## src/rtl/fp_conv_pipe.sv

```systemverilog
// fp_conv_pipe: two-stage valid/ready floating-point format converter.
//   Converts {sign, exp[INX], mant[INM]} to {sign, exp[ONX], mant[ONM]} with
//   special-value handling, overflow/underflow saturation (DAZ/FTZ) and flags.
//   Optional build macro: FP_CONV_RNE_EN -> round-to-nearest-even when the
//   mantissa narrows; otherwise narrowing truncates toward zero.
// Ports:
//   clk, rst        clock, synchronous active-high reset
//   in_valid/in_ready/in_v      input stream (in_ready is combinational)
//   out_valid/out_ready/out_v   output stream (registered)
//   out_flags       {invalid, overflow, underflow, inexact}, aligned with out_v
module fp_conv_pipe #(
   parameter int unsigned INX = 11,
   parameter int unsigned INM = 52,
   parameter int unsigned ONX = 8,
   parameter int unsigned ONM = 23
) (
   input  logic                 clk,
   input  logic                 rst,
   input  logic                 in_valid,
   output logic                 in_ready,
   input  logic [INX+INM:0]     in_v,
   output logic                 out_valid,
   input  logic                 out_ready,
   output logic [ONX+ONM:0]     out_v,
   output logic [3:0]           out_flags
);

   // Exponent arithmetic width: wide enough to hold any rebiased value signed.
   localparam int unsigned EW    = ((INX > ONX) ? INX : ONX) + 2;
   // Alignment width: holds the kept mantissa plus at least guard and sticky bits.
   localparam int unsigned XW    = (INM > ONM + 2) ? INM : ONM + 2;
   localparam int unsigned IXOFF = (1 << (INX - 1)) - 1;
   localparam int unsigned OXOFF = (1 << (ONX - 1)) - 1;
   localparam int unsigned E_MAX = (1 << ONX) - 1;

   typedef enum logic [1:0] {
      CLS_ZERO = 2'd0,
      CLS_INF  = 2'd1,
      CLS_NAN  = 2'd2,
      CLS_NORM = 2'd3
   } cls_t;

   logic              w_adv;
   logic              w_sign;
   logic [INX-1:0]    w_exp;
   logic [INM-1:0]    w_mant;
   logic [XW-1:0]     w_al;
   logic [EW-1:0]     w_e;
   cls_t              w_cls;

   logic              r1_valid;
   logic              r1_sign;
   cls_t              r1_cls;
   logic              r1_snan;
   logic [EW-1:0]     r1_e;
   logic [ONM-1:0]    r1_mant;
   logic              r1_guard;
   logic              r1_sticky;

   logic              w_round_up;
   logic [ONM:0]      w_sum;
   logic [EW-1:0]     w_e_r;
   logic              w_ovf;
   logic              w_unf;
   logic              w_inexact;
   logic [ONX+ONM:0]  w_res;
   logic [3:0]        w_flags;

   // Single stall condition shared by both stages.
   assign w_adv    = !out_valid || out_ready;
   assign in_ready = w_adv;

   // Input field split, mantissa left-aligned so truncation/guard/sticky fall out by slicing.
   assign w_sign = in_v[INX+INM];
   assign w_exp  = in_v[INM +: INX];
   assign w_mant = in_v[INM-1:0];
   assign w_al   = XW'(w_mant) << (XW - INM);
   // Rebias modulo 2^EW; the MSB acts as the sign of the result.
   assign w_e    = EW'(w_exp) + EW'(OXOFF) - EW'(IXOFF);

   // Input classification.
   always_comb begin
      w_cls = CLS_NORM;
      if (w_exp == '0) begin
         w_cls = CLS_ZERO;
      end else if (&w_exp) begin
         w_cls = (w_mant == '0) ? CLS_INF : CLS_NAN;
      end
   end

   // Stage 1 register.
   always_ff @(posedge clk) begin
      if (rst) begin
         r1_valid  <= 1'b0;
         r1_sign   <= 1'b0;
         r1_cls    <= CLS_ZERO;
         r1_snan   <= 1'b0;
         r1_e      <= '0;
         r1_mant   <= '0;
         r1_guard  <= 1'b0;
         r1_sticky <= 1'b0;
      end else if (w_adv) begin
         r1_valid <= in_valid;
         if (in_valid) begin
            r1_sign   <= w_sign;
            r1_cls    <= w_cls;
            r1_snan   <= !w_mant[INM-1];
            r1_e      <= w_e;
            r1_mant   <= w_al[XW-1 -: ONM];
            r1_guard  <= w_al[XW-ONM-1];
            r1_sticky <= |w_al[XW-ONM-2:0];
         end
      end
   end

   // Rounding decision.
   always_comb begin
`ifdef FP_CONV_RNE_EN
      w_round_up = r1_guard && (r1_sticky || r1_mant[0]);
`else
      w_round_up = 1'b0;
`endif
   end

   // A carry out of the mantissa leaves the low bits zero and bumps the exponent.
   assign w_sum     = {1'b0, r1_mant} + (ONM+1)'(w_round_up);
   assign w_e_r     = r1_e + EW'(w_sum[ONM]);
   assign w_ovf     = !w_e_r[EW-1] && (w_e_r >= EW'(E_MAX));
   assign w_unf     = w_e_r[EW-1] || (w_e_r == '0);
   assign w_inexact = r1_guard || r1_sticky;

   // Range check, packing and flags.
   always_comb begin
      w_res   = '0;
      w_flags = '0;
      case (r1_cls)
         CLS_ZERO: w_res = {r1_sign, {(ONX+ONM){1'b0}}};
         CLS_INF:  w_res = {r1_sign, {ONX{1'b1}}, {ONM{1'b0}}};
         CLS_NAN: begin
            w_res   = {r1_sign, {ONX{1'b1}}, 1'b1, {(ONM-1){1'b0}}};
            w_flags = {r1_snan, 3'b000};
         end
         default: begin
            if (w_ovf) begin
               w_res   = {r1_sign, {ONX{1'b1}}, {ONM{1'b0}}};
               w_flags = 4'b0101;
            end else if (w_unf) begin
               w_res   = {r1_sign, {(ONX+ONM){1'b0}}};
               w_flags = 4'b0011;
            end else begin
               w_res   = {r1_sign, w_e_r[ONX-1:0], w_sum[ONM-1:0]};
               w_flags = {3'b000, w_inexact};
            end
         end
      endcase
   end

   // Stage 2 register drives the output port directly.
   always_ff @(posedge clk) begin
      if (rst) begin
         out_valid <= 1'b0;
         out_v     <= '0;
         out_flags <= '0;
      end else if (w_adv) begin
         out_valid <= r1_valid;
         if (r1_valid) begin
            out_v     <= w_res;
            out_flags <= w_flags;
         end
      end
   end

endmodule

```

## config.mk

```make
export PLATFORM = sky130hd
export DESIGN_NAME = fp_conv_pipe
export DESIGN_NICKNAME = d
export VERILOG_FILES = /design/src/rtl/fp_conv_pipe.sv
export SDC_FILE = /design/constraint.sdc
export NUM_CORES = 1
export LEC_CHECK = 0
export CORE_ASPECT_RATIO = 0.8
export CORE_MARGIN = 2
export CORE_UTILIZATION = 25
export DETAILED_ROUTE_END_ITERATION = 8
export SLEW_MARGIN = 5
export SYNTH_ARGS = -nofsm -noshare
export SYNTH_HDL_FRONTEND = slang
export SYNTH_SLANG_ARGS = --single-unit
```

## constraint.sdc

```tcl
create_clock -name clk -period 1.4 [get_ports clk]
set_input_delay 0.14 -clock clk [delete_from_list [all_inputs] [get_ports clk]]
set_output_delay 0.14 -clock clk [all_outputs]
set_load 0.1 [all_outputs]
```

==> reports/qor.yml <==
path_clk_slew_ns: 0.06
crit_arrival_ns: 1.83
max_stage_delay_ns: 0.56
status: "finished with violations"
ir_drop_mv: 0.647
grt_pass1_wl_um: 18200
slew_viol_final: 0
area_delta_synth_final_pct: 98.1
start_util: 0.259
drtAntennaViolNets: 0
layout_common_cells: "75 x nand2_1, 66 x dfxtp_1, 52 x a21oi_1"
violations: "setup timing"
postLayoutCoreUtil: 0.514
crit_required_ns: 1.62
p_leak_nw: 2.49
start_kind: "input pin"
tritoncts: "built"
gp_congestion: 0.791
path_max_fanout: 2
pwr_density_cell_nw_per_um2: 1020
worstMarginPinSlew_ns: 0.579
seq_area_frac_synth: 0.500
ctsHoldBuffers: 0
yosysWarnings: 0
cp_num_buf_inv: 1
fin_setup_tns_ns: -3.84
path_cells: "clkdlybuf4s50_1 > nor4_2 > nand4_1 > or4_4 > o221a_1"
die_area_um2: 13700
dp_hpwl_um: 7680
dieWidth_um: 131
cts-root-buf: "clkbuf_16"
fin_crit_ns: 1.61
relSlewSlack: 0.611
worst-setup-path-type: "in -> reg"
placed_cells: 694
clkSinkCount: 80
cts_buffers: 9
antenna_cells: 0
syn_inst: 390
grt.overflow.total: 0
drv_cap: 0
hp-class: "in -> reg"
grt_start_max_net_pins: 43
crit_family: "simple AND/OR/NAND/NOR gates"
portBuffers: 105
via_per_inst: 4.91
drive_gt1_frac: 0.409
fin_crit_sh: 1.15
fmax_ghz: 0.621
rsz0062_at_grt: "yes"
drtIter0Drc: 230
syn_area_um2: 3200
routed_wl_um: 11600
final_common_cell: "nand2_1"
place_ws_ns: -0.713
cpMaxStageDelayCell: "or4_4"
synth_seq_cells: 80
final_nets: 620
io_pins: 106
avgRoutedWirePerCell_um: 16.0
grt_pass1_vias: 3529
cts_max_level: 3
ys.flop_type: "dfxtp_1"
insertion_delay_ns: 0.33
clockBufferDepth: 2
drtPass1Iterations: 5
synth_area_per_cell_um2: 8.21
final_cells: 724
syn_nets: 461
track_usage: 0.168
p_total_mw: 6.44
finalSetupViolCount: 64
endpoint_kind: "register"
synth_edf_count: 0
core_um2: 12300
vias: 3558
synth_cell_type_count: 35
layout_setup_ws_ns: -0.209
hold_violations: 0
die_h_um: 105
antenna_found_initial: 0
async_flop_share: 0
remaining_drc_errors: 0
rows: 36
skew_ns: 0.00873
timing repair:
action / 4_1_cts / 5_1_grt
setup buffers: 9 / 4
cloned: 5 / 1
hold endpoints to repair: 0 / 0
pin swaps: 63 / 34
endpoints found under the setup margin: 66 / 77
gates resized for setup: 97 / 61
sequential cells by signal, summed over array words and instances, names as in the netlist, 2 cells and up:
register and flops:
r1_mant 23, r1_cls 2, out_v 32, out_flags 4, r1_e 13
area by class of cell:
class                   instances  area (um^2)
repair buffers                178         2240
flip-flops and latches         80         1620
clock buffers                   9          225
fillers                      1085         6000
well taps                     171          214
clock inverters                 6         91.3
inverters                       5         26.3
multi-input cells             275         1920
worst min-delay path: stages:
cell	delay, ns
dlymetal6s2s_1	0.15
nand2_2	0.06
a21oi_1	0.05
metrics by stage:
| stage | instance area (um^2) | hold WS [ns] |
|---|---|---|
| final | 6340 | 0.125 |
| after global routing | 6340 | 0.133 |
| after CTS | 6140 | 0.211 |
| after detailed placement | 5240 | 0.448 |
| after global placement | 5240 | 0.441 |
| after floorplan | 3300 | 0.236 |
report_power, final:
part	total (mW)	switching [mW]	internal (mW)
sequential	2.47	0.0871	2.38
combinational	1.45	0.731	0.716
clock	2.53	0.962	1.56
per-layer routing:
layer | GRT usage | wire length (um) | vias to the layer above
li1 | - | - | 1709
met1 | 0.221 | 5080 | 1712
met2 | 0.278 | 5720 | 127
met3 | 0.0343 | 663 | 10
met4 | 0.0464 | 125 | 0
met5 | 0 | 0 | -
path summary, 6_finish.rpt:
check	startpoint	end	slack, ns	cells after the start
min	in_v[45]	r1_mant[16]	0.13	3
max reg2reg	r1_cls[0]	out_v[29]	-0.17	5
max	in_v[40]	r1_cls[1]	-0.21	5
min reg2reg	r1_mant[5]	r1_mant[5]	0.46	2
cell families (layout without fill, tap and decap cells):
kind of cell	Yosys count	in the layout	synth area share
xor+xnor	2	2	0.00547
compound gates	96	96	0.171
fa+ha+maj	3	3	0.0117
buf+inv	35	198	0.0485
simple gates	174	174	0.263
flops	80	80	0.500
synth_stat cells (2+ instances only):
| cell type | count | area [um^2] |
|---|---|---|
| nand2_1 | 103 | 387 |
| dfxtp_1 | 80 | 1600 |
| a21oi_1 | 75 | 375 |
| nand4_1 | 29 | 181 |
| clkbuf_1 | 18 | 67.6 |
| nor4_1 | 15 | 93.8 |
| buf_2 | 10 | 50.1 |
| a22oi_1 | 8 | 60.1 |
| nor2_1 | 6 | 22.5 |
| nor3_1 | 4 | 20.0 |
| nor4_2 | 4 | 50.1 |
| a211oi_1 | 3 | 22.5 |
| ha_1 | 3 | 37.5 |
| inv_1 | 3 | 11.3 |
| nand2b_1 | 3 | 18.8 |
| or4_1 | 3 | 22.5 |
| inv_2 | 2 | 7.51 |
| nand3_1 | 2 | 10.0 |
| nand3b_1 | 2 | 15.0 |
| o221a_1 | 2 | 22.5 |
Power figures use the tool's default switching activity.
